==> src/rtl/vga_timing_generator.sv <==
// vga_timing_generator: raster counters with registered sync and blanked colour, one pixel behind rows/columns.
// Define PIXEL_DIV2_EN to advance every second clk (clk at 2x the pixel rate).
module vga_timing_generator #(
  parameter int H_ACTIVE = 640,
  parameter int H_FRONT  = 16,
  parameter int H_SYNC   = 96,
  parameter int H_BACK   = 48,
  parameter int V_ACTIVE = 480,
  parameter int V_FRONT  = 10,
  parameter int V_SYNC   = 2,
  parameter int V_BACK   = 33
) (
  input  logic       clk,
  input  logic       rst,
  output logic [9:0] columns,
  output logic [9:0] rows,
  input  logic [3:0] data_red,
  input  logic [3:0] data_green,
  input  logic [3:0] data_blue,
  output logic [3:0] vga_red,
  output logic [3:0] vga_green,
  output logic [3:0] vga_blue,
  output logic       hsync,
  output logic       vsync,
  output logic       video_on,
  output logic       frame_start
);
  localparam logic [9:0] H_LAST = 10'(H_ACTIVE + H_FRONT + H_SYNC + H_BACK - 1);
  localparam logic [9:0] V_LAST = 10'(V_ACTIVE + V_FRONT + V_SYNC + V_BACK - 1);
  localparam logic [9:0] HA = 10'(H_ACTIVE);
  localparam logic [9:0] VA = 10'(V_ACTIVE);
  localparam logic [9:0] HS0 = 10'(H_ACTIVE + H_FRONT);
  localparam logic [9:0] HS1 = 10'(H_ACTIVE + H_FRONT + H_SYNC);
  localparam logic [9:0] VS0 = 10'(V_ACTIVE + V_FRONT);
  localparam logic [9:0] VS1 = 10'(V_ACTIVE + V_FRONT + V_SYNC);
  logic pix_en, disp, h_end;
`ifdef PIXEL_DIV2_EN
  logic pix_tog;
  always_ff @(posedge clk) pix_tog <= rst ? 1'b0 : ~pix_tog;
  assign pix_en = pix_tog;
`else
  assign pix_en = 1'b1;
`endif
  assign h_end = columns == H_LAST;
  assign disp = columns < HA && rows < VA;
  assign frame_start = columns == '0 && rows == '0;
  always_ff @(posedge clk)
    if (rst) begin
      columns   <= '0;
      rows      <= '0;
      hsync     <= 1'b1;
      vsync     <= 1'b1;
      video_on  <= 1'b0;
      vga_red   <= '0;
      vga_green <= '0;
      vga_blue  <= '0;
    end else if (pix_en) begin
      columns   <= h_end ? '0 : columns + 10'd1;
      if (h_end) rows <= rows == V_LAST ? '0 : rows + 10'd1;
      video_on  <= disp;
      vga_red   <= disp ? data_red : '0;
      vga_green <= disp ? data_green : '0;
      vga_blue  <= disp ? data_blue : '0;
      hsync     <= !(columns >= HS0 && columns < HS1);
      vsync     <= !(rows >= VS0 && rows < VS1);
    end
endmodule

==> config.mk <==
export PLATFORM = sky130hd
export DESIGN_NAME = vga_timing_generator
export DESIGN_NICKNAME = d
export VERILOG_FILES = /design/src/rtl/vga_timing_generator.sv
export SDC_FILE = /design/constraint.sdc
export NUM_CORES = 1
export LEC_CHECK = 0
export CORE_MARGIN = 5
export CORE_UTILIZATION = 48
export CTS_CLUSTER_DIAMETER = 150
export DETAILED_ROUTE_END_ITERATION = 8
export MAX_ROUTING_LAYER = met4
export PLACE_DENSITY = 0.92
export SYNTH_ARGS = -nofsm -noshare
export SYNTH_HDL_FRONTEND = slang
export SYNTH_SLANG_ARGS = --single-unit
==> constraint.sdc <==
create_clock -name clk -period 3.04 [get_ports clk]
set_clock_uncertainty 0.2 [all_clocks]
set_input_delay 0.608 -clock clk [delete_from_list [all_inputs] [get_ports clk]]
set_output_delay 0.608 -clock clk [all_outputs]
set_load 0.05 [all_outputs]
### After elaboration in Yosys (flattened, before gate mapping)

Cells that the tools add are included.

| cells by class | value |
|---|---|
| add/sub/neg operators | 2 |
| magnitude comparators | 6 |
| equal/unequal tests | 2 |
| mux-type cells | 1 |
| bitwise gates (word level) | 1 |
| reduce and logical (&&, ||, !) cells | 10 |

Operator list:

| operator | number |
|---|---|
| adder 10 x 1 -> 10 bit, second input constant | 2 |
| equality test 10 bit, second input constant | 2 |
| logical NOT 10 bit | 2 |
| < comparator 10 bit, second input constant | 2 |
| < comparator 10 x 9 -> 1 bit, second input constant | 2 |
| greater-or-equal comparator 10 bit, second input constant | 1 |
| greater-or-equal comparator 10 x 9 -> 1 bit, second input constant | 1 |
| two-way mux 10 bit | 1 |
| logical AND 1 bit | 4 |
| OR reduction 2 bit | 2 |
| logical NOT 1 bit | 2 |
| inverter 1 bit | 1 |

| word-level totals | value |
|---|---|
| register bits after elaboration | 35 |
| output and inout port bits | 36 |
| logic and storage cells | 30 |

### Logic depth before layout (Yosys ltp)

Gate-level depths: netlist of run 1.

| depth | value |
|---|---|
| depth in word-level cells | 4 |
| mapped depth | 6 |

### Worst setup path after synthesis of run 1

Ideal clock, no wire load.

| path | value |
|---|---|
| path kind | reg2out |
| start point | register rows[2] |
| end point | output port frame_start |
| arrival | 2.567 ns |
| setup slack | -0.335 ns |
| stages on the path, launching flop included | 5 |
| cell sequence | dfxtp_1 > buf_4 > nor4_1 > nand4_1 > nor4_1 |

| between the ends | value |
|---|---|
| longest elaborated chain between the ends | 2 |

Ends and longest elaborated chain:

| item | RTL line | RTL |
|---|---|---|
| from (decl) | 16 | `output logic [9:0] rows,` |
| from (signal assigned) | 59 | `if (h_end) rows <= rows == V_LAST ? '0 : rows + 10'd1;` |
| logical NOT 10 bit | 46 | `assign frame_start = columns == '0 && rows == '0;` |
| logical AND 1 bit | 46 |  |
| to (decl) | 26 | `output logic frame_start` |

Every way passes these cells.

### Worst setup path in the final report of run 1

| path | value |
|---|---|
| start point | register rows[4] |
| end point | output port frame_start |

Same word-level chain as after synthesis.

==> flow_metrics.env, run 1 <==
export IMPL_outcome="complete, no violations"
export IMPL_p_per_area_nw_per_um2=409
export IMPL_route_met2_wl_um=1520
export IMPL_place_inst=246
export IMPL_worstPathArrival_ns=1.84
export IMPL_routed_wl_um=3350
export IMPL_path_class="register to output pin"
export IMPL_regArea_um2=701
export IMPL_synth_net_count=176
export IMPL_p_leak_nw=0.775
export IMPL_cts_buffers=5
export IMPL_ant_nets=0
export IMPL_start_kind="register"
export IMPL_clkSlewWorstSetupHoldPaths_ns=0.11
export IMPL_diodes=0
export IMPL_setup_tns_ns=0
export IMPL_synthCells=158
export IMPL_ir_drop_v=0.000303
export IMPL_vias=1291
export IMPL_antenna_found_initial=0
export IMPL_place_hpwl_um=2450
export IMPL_gp_congestion=0.829
export IMPL_setup_violations=0
export IMPL_clock_root_buffer="clkbuf_4"
export IMPL_slew_violations=0
export IMPL_clockBufferDepth=2
export IMPL_firstDrtPassIters=4
export IMPL_area_growth_pct=37.0
export IMPL_grt_pass1_vias=1188
export IMPL_drv_cap=0
export IMPL_io_buffers=49
export IMPL_synth_seq_cells=35
export IMPL_final_hold_viol_count=0
export IMPL_remaining_drc_errors=0
export IMPL_max_freq_mhz=378
export IMPL_htree_levels=2
export IMPL_fin_util_pct=68.1
export IMPL_std_cell_rows=20
export IMPL_overflow=0
export IMPL_wire_per_inst_um=13.2
export IMPL_cts_tree="yes"
export IMPL_route_top_layer_used="met4"
export IMPL_met1_length_um=1450
export IMPL_dieArea_um2=4350
export IMPL_drive_gt1_share_pct=8.57
export IMPL_die_y_um=66.0
export IMPL_cts_sinks=35
export IMPL_cpMaxStageDelayCell="nor4_1"
export IMPL_holdWs_ns=0.309
export IMPL_dieWidth_um=66.0
export IMPL_via_per_inst=5.08
export IMPL_synth_cell_types=34
export IMPL_fillers=241
export IMPL_worst_setup_path_end_kind="output pin"
export IMPL_cp_cell_sequence="nor4_1 -> nand4_1 -> nor4_2 -> buf_4"
export IMPL_syn_area_per_cell_um2=9.52
export IMPL_insertion_delay_ns=0.35
export IMPL_worst_pin_slew_ns=0.512
export IMPL_post_cts_resized=0
export IMPL_relSlewSlack_pct=65.7
export IMPL_yosys_warnings=0
export IMPL_postCtsSetupRepairBufs=0
export IMPL_cpPeakStageDelay_ns=0.42
export IMPL_required_ns=2.23
export IMPL_final_nets=227
export IMPL_pre_cts_ws_ns=0.804
export IMPL_ioPinCount=50
export IMPL_stdcell_count=254
export IMPL_grt_pass1_wl_um=5460
export IMPL_min_path_type="register to register"
export IMPL_drtIter0Drc=49
export IMPL_wl_met3_um=297
export IMPL_period_minus_slack_ns=2.64
export IMPL_core_um2=3030
export IMPL_postCtsHoldBufs=0
export IMPL_ys_seq_area_share_pct=46.6
export IMPL_initial_core_util_pct=49.7
export IMPL_fin_crit_sh_pct=87.0
export IMPL_grt_max_degree=14
export IMPL_multi_input_area_um2=726
export IMPL_crit_fanout=6
export IMPL_syn_area_um2=1500
export IMPL_finalWorstSetupSlack_ns=0.396
export IMPL_grt_usage_pct=17.3
export IMPL_rsz0062_at_grt="no"
## registers in the layout, summed over array words and instances (netlist names)
name,count
vsync,1
hsync,1
columns,10
vga_green,4
video_on,1
rows,10
vga_red,4
vga_blue,4
## worst paths after layout
check        cells past startpoint                     to                  start  slack [ns]
max                              4            frame_start   rows[4]$_SDFFE_PP0N_        0.40
min                              1  columns[0]$_SDFF_PP0_  columns[0]$_SDFF_PP0_        0.31
max reg2reg                      4   rows[6]$_SDFFE_PP0N_  columns[8]$_SDFF_PP0_        0.90
min reg2reg                      1  columns[0]$_SDFF_PP0_  columns[0]$_SDFF_PP0_        0.31
## metal layers
layer | up-vias | GRT usage (%)
met2 | 62 | 26.4
li1 | 646 | -
met3 | 7 | 4.59
met5 | - | -
met1 | 576 | 20.5
met4 | 0 | 10.2
## cells in the mapped netlist
master,count,area (um^2)
ha_1,4,50.1
nor4b_1,1,8.76
xnor2_1,12,105
nor3_1,3,15.0
nand2_1,6,22.5
nand2b_1,2,12.5
o221ai_1,1,8.76
nand3_1,10,50.1
buf_4,1,7.51
buf_2,1,5.00
inv_1,8,30.0
clkbuf_8,1,13.8
o211a_1,2,20.0
nand4_1,3,18.8
a21oi_1,2,10.0
nand4_2,1,12.5
buf_6,2,22.5
o21ai_0,1,5.00
and4bb_2,1,12.5
and2b_2,1,8.76
dfxtp_1,35,701
and3_2,2,15.0
nand4b_1,2,17.5
o21ai_4,1,16.3
nor4_1,11,68.8
nor2_1,22,82.6
and3_1,2,12.5
clkbuf_2,1,5.00
nor4_4,1,21.3
or3_1,1,6.26
and2_1,13,81.3
or3b_1,1,8.76
or3_4,1,11.3
xor2_1,2,17.5
## power by group
part	total, mW	leakage [nW]	switching, mW	internal, mW
logic	0.122	0.460	0.0730	0.0490
clock network	0.242	0.0282	0.153	0.0891
registers	0.478	0.286	0.00708	0.471
## worst max-delay path: cells and delay by family, from the launching register on
kind                   cells  cell delay (ns)
flip-flops                 1             0.37
AND/OR/NAND/NOR            3             0.87
buffers and inverters      1             0.25
## cells by family (layout without fill, tap and decap cells)
family,count (synthesis),after routing,share of synthesized area (%)
and+or+nand+nor,84,84,32.4
buffers and inverters,14,66,5.57
AOI/OAI and AO/OA,7,7,3.99
DFF,35,35,46.6
xor gates and xnor gates,14,14,8.15
adders and majority gates,4,4,3.33
## through the flow
step                cell area, um^2  power (mW)
floorplan                      1510       0.563
global placement               2010       0.609
detailed placement             2010       0.611
CTS                            2060       0.853
global route                   2060       0.882
finish                         2060       0.842
## layout make-up
| type | instances | area share [%] |
|---|---|---|
| repair buffers | 50 | 24.0 |
| multi-input cells | 109 | 35.2 |
| clock inverters | 2 | 0.607 |
| inverters | 8 | 1.46 |
| well taps | 44 | 2.67 |
| clock buffers | 6 | 2.00 |
| flip-flops and latches | 35 | 34.0 |
## layout by cell type, fill, tap and decap left out, types with 2 or more instances in the layout
cell | synthesis | final
xor2_1 | 2 | 2
inv_1 | 8 | 8
nand4_1 | 3 | 3
nand4b_1 | 2 | 2
clkbuf_4 | 0 | 5
dfxtp_1 | 35 | 35
ha_1 | 4 | 4
nor2_1 | 22 | 22
and2_1 | 13 | 13
buf_4 | 1 | 2
and3_2 | 2 | 2
nand2b_1 | 2 | 2
o211a_1 | 2 | 2
nor4_1 | 11 | 10
nand2_1 | 6 | 6
clkdlybuf4s50_1 | 0 | 48
a21oi_1 | 2 | 2
and3_1 | 2 | 2
xnor2_1 | 12 | 12
nand3_1 | 10 | 10
nor3_1 | 3 | 3
Note: power is estimated with default switching activity, not from simulation.
==> run 2: changes to the inputs <==
--- a/config.mk
+++ b/config.mk
@@ -6,10 +6,11 @@
 export NUM_CORES = 1
 export LEC_CHECK = 0
+export ABC_CLOCK_PERIOD_IN_PS = 2950
 export CORE_MARGIN = 5
-export CORE_UTILIZATION = 48
+export CORE_UTILIZATION = 45
 export CTS_CLUSTER_DIAMETER = 150
 export DETAILED_ROUTE_END_ITERATION = 8
 export MAX_ROUTING_LAYER = met4
-export PLACE_DENSITY = 0.92
+export PLACE_DENSITY = 0.88
 export SYNTH_ARGS = -nofsm -noshare
 export SYNTH_HDL_FRONTEND = slang
==> constraint.sdc (replaced) <==
create_clock -name clk -period 2.95 [get_ports clk]
set_clock_uncertainty 0.2 [all_clocks]
set_input_delay 0.295 -clock clk [delete_from_list [all_inputs] [get_ports clk]]
set_output_delay 0.295 -clock clk [all_outputs]
set_load 0.05 [all_outputs]
==> run 2 against run 1 <==
- flip-flop and latch count is the same
- cell area grew 1.8%
- clock-buffer cell count stayed put
- die area up 5.6%
- cell count up 1.6%
- total power grew 7.2%
- via count down 1.3%
- critical endpoint unchanged
- largest power group unchanged
- highest routed layer unchanged
==> flow_metrics.env, run 2 (synthesis results as in run 1) <==
export IMPL_p_leak_nw=0.800
export IMPL_clockBufferDepth=2
export IMPL_ir_drop_v=0.000287
export IMPL_postCtsSetupRepairBufs=0
export IMPL_io_buffers=49
export IMPL_holdWs_ns=0.297
export IMPL_firstDrtPassIters=4
export IMPL_overflow=0
export IMPL_max_freq_mhz=398
export IMPL_fillers=280
export IMPL_grt_pass1_wl_um=5330
export IMPL_period_minus_slack_ns=2.51
export IMPL_grt_usage_pct=16.2
export IMPL_finalWorstSetupSlack_ns=0.437
export IMPL_largestRegisters="columns: 10 flops, rows: 10 flops"
export IMPL_routed_wl_um=3430
export IMPL_setup_violations=0
export IMPL_fin_crit_sh_pct=85.2
export IMPL_slew_violations=0
export IMPL_cts_sinks=35
export IMPL_drive_gt1_share_pct=9.43
export IMPL_worst_setup_path_end_kind="output pin"
export IMPL_outcome="complete, no violations"
export IMPL_wire_per_inst_um=13.3
export IMPL_required_ns=2.46
export IMPL_hold_end="vga_red[3]$_SDFF_PP0_"
export IMPL_reg2reg_setup_slack_ns=0.81
export IMPL_start_kind="register"
export IMPL_grt_max_degree=14
export IMPL_place_hpwl_um=2520
export IMPL_holdCritStartpoint="data_red[3]"
export IMPL_core_um2=3280
export IMPL_std_cell_rows=21
export IMPL_min_path_type="input port to register"
export IMPL_drtIter0Drc=98
export IMPL_final_hold_viol_count=0
export IMPL_insertion_delay_ns=0.35
export IMPL_layout_common_cells="clkdlybuf4s50_1 (48), dfxtp_1 (35), nor2_1 (22), and2_1 (13), xnor2_1 (12)"
export IMPL_vias=1274
export IMPL_worst_pin_slew_ns=0.514
export IMPL_dieArea_um2=4600
export IMPL_cp_startpoint="rows[4]$_SDFFE_PP0N_"
export IMPL_ant_nets=0
export IMPL_reg2reg_from="columns[8]$_SDFF_PP0_"
export IMPL_rsz0062_at_grt="no"
export IMPL_gp_congestion=0.917
export IMPL_final_area_um2=2100
export IMPL_dpl_cell_area_um2=2030
export IMPL_via_per_inst=4.94
export IMPL_area_growth_pct=39.4
export IMPL_p_per_area_nw_per_um2=430
export IMPL_r2r_cells=4
export IMPL_diodes=0
export IMPL_pre_cts_ws_ns=0.410
export IMPL_remaining_drc_errors=0
export IMPL_htree_levels=2
export IMPL_report_power_total_uw=903
export IMPL_crit_fanout=6
export IMPL_ioPinCount=50
export IMPL_clock_root_buffer="clkbuf_4"
export IMPL_path_class="register to output pin"
export IMPL_cts_tree="yes"
export IMPL_die_y_um=67.8
export IMPL_postCtsHoldBufs=0
export IMPL_initial_core_util_pct=45.8
export IMPL_clkSlewWorstSetupHoldPaths_ns=0.11
export IMPL_setup_tns_ns=0
export IMPL_r2r_end="rows[4]$_SDFFE_PP0N_"
export IMPL_cts_buffers=5
export IMPL_antenna_found_initial=0
export IMPL_dieWidth_um=67.8
export IMPL_final_nets=229
export IMPL_drv_cap=0
export IMPL_relSlewSlack_pct=65.7
export IMPL_grt_pass1_vias=1106
export IMPL_final_common_cell="clkdlybuf4s50_1"
export IMPL_worstPathArrival_ns=2.02
export IMPL_whs_path_depth=2
-- run 2: cell count changes in the layout (fill, tap and decap cells not counted), sizes merged --
cell / before / now
buf: 2 / 3
dlymetal6s2s: 0 / 1
-- run 2: report_power, final --
group          leakage (nW)  switching [mW]  internal [mW]
clock                0.0345           0.167          0.117
combinational         0.479          0.0756         0.0511
sequential            0.286         0.00665          0.485
total                 0.800           0.249          0.654
-- run 2: layer usage --
metal | vias to the layer above | part of all wire (%) | track usage (%)
li1 | 649 | - | -
met5 | - | 0 | -
met4 | 0 | 1.3 | 5.21
met2 | 48 | 47 | 23.0
met3 | 5 | 8.4 | 5.58
met1 | 572 | 43 | 21.5
-- run 2: through the flow --
step	util [%]	cells
after CTS	63.8	258
final	63.8	258
after detailed placement	61.7	250
after floorplan	-	158
after global placement	61.7	250
after global routing	63.8	258
-- run 2: worst max path at each step --
stage,slack (ns),cells past startpoint,to
2_1_floorplan,0.44,4,frame_start
3_3_place_gp,0.42,4,frame_start
3_5_place_dp,0.41,4,frame_start
4_1_cts,0.03,4,frame_start
5_1_grt,0.31,4,frame_start
6_report,0.44,4,frame_start
-- run 2: worst max-delay path, stage by stage (launching register included) --
cell	delay [ns]
dfxtp_1	0.37
nor4_1	0.45
nand4_1	0.16
nor4_2	0.25
dlymetal6s2s_1	0.46
-- run 2: what timing repair did --
item,CTS,global route
setup endpoints to repair,0,1
resized for setup,0,1
endpoints found under the hold margin,0,0
-- run 2: area by class of cell --
class                   instances  area (um^2)  share of cell area (%)
multi-input cells             109          726                    34.6
flip-flops and latches         35          701                    33.4
repair buffers                 52          515                    24.6
well taps                      46         57.6                    2.74
clock buffers                   6         51.3                    2.45
inverters                       8         30.0                    1.43
clock inverters                 2         16.3                   0.776
==> run 3: changes to the inputs <==
- HOLD_SLACK_MARGIN: unset -> 0.03
==> results of run 3 <==
No change in the layout: final DEF, timing and power equal those of run 2.
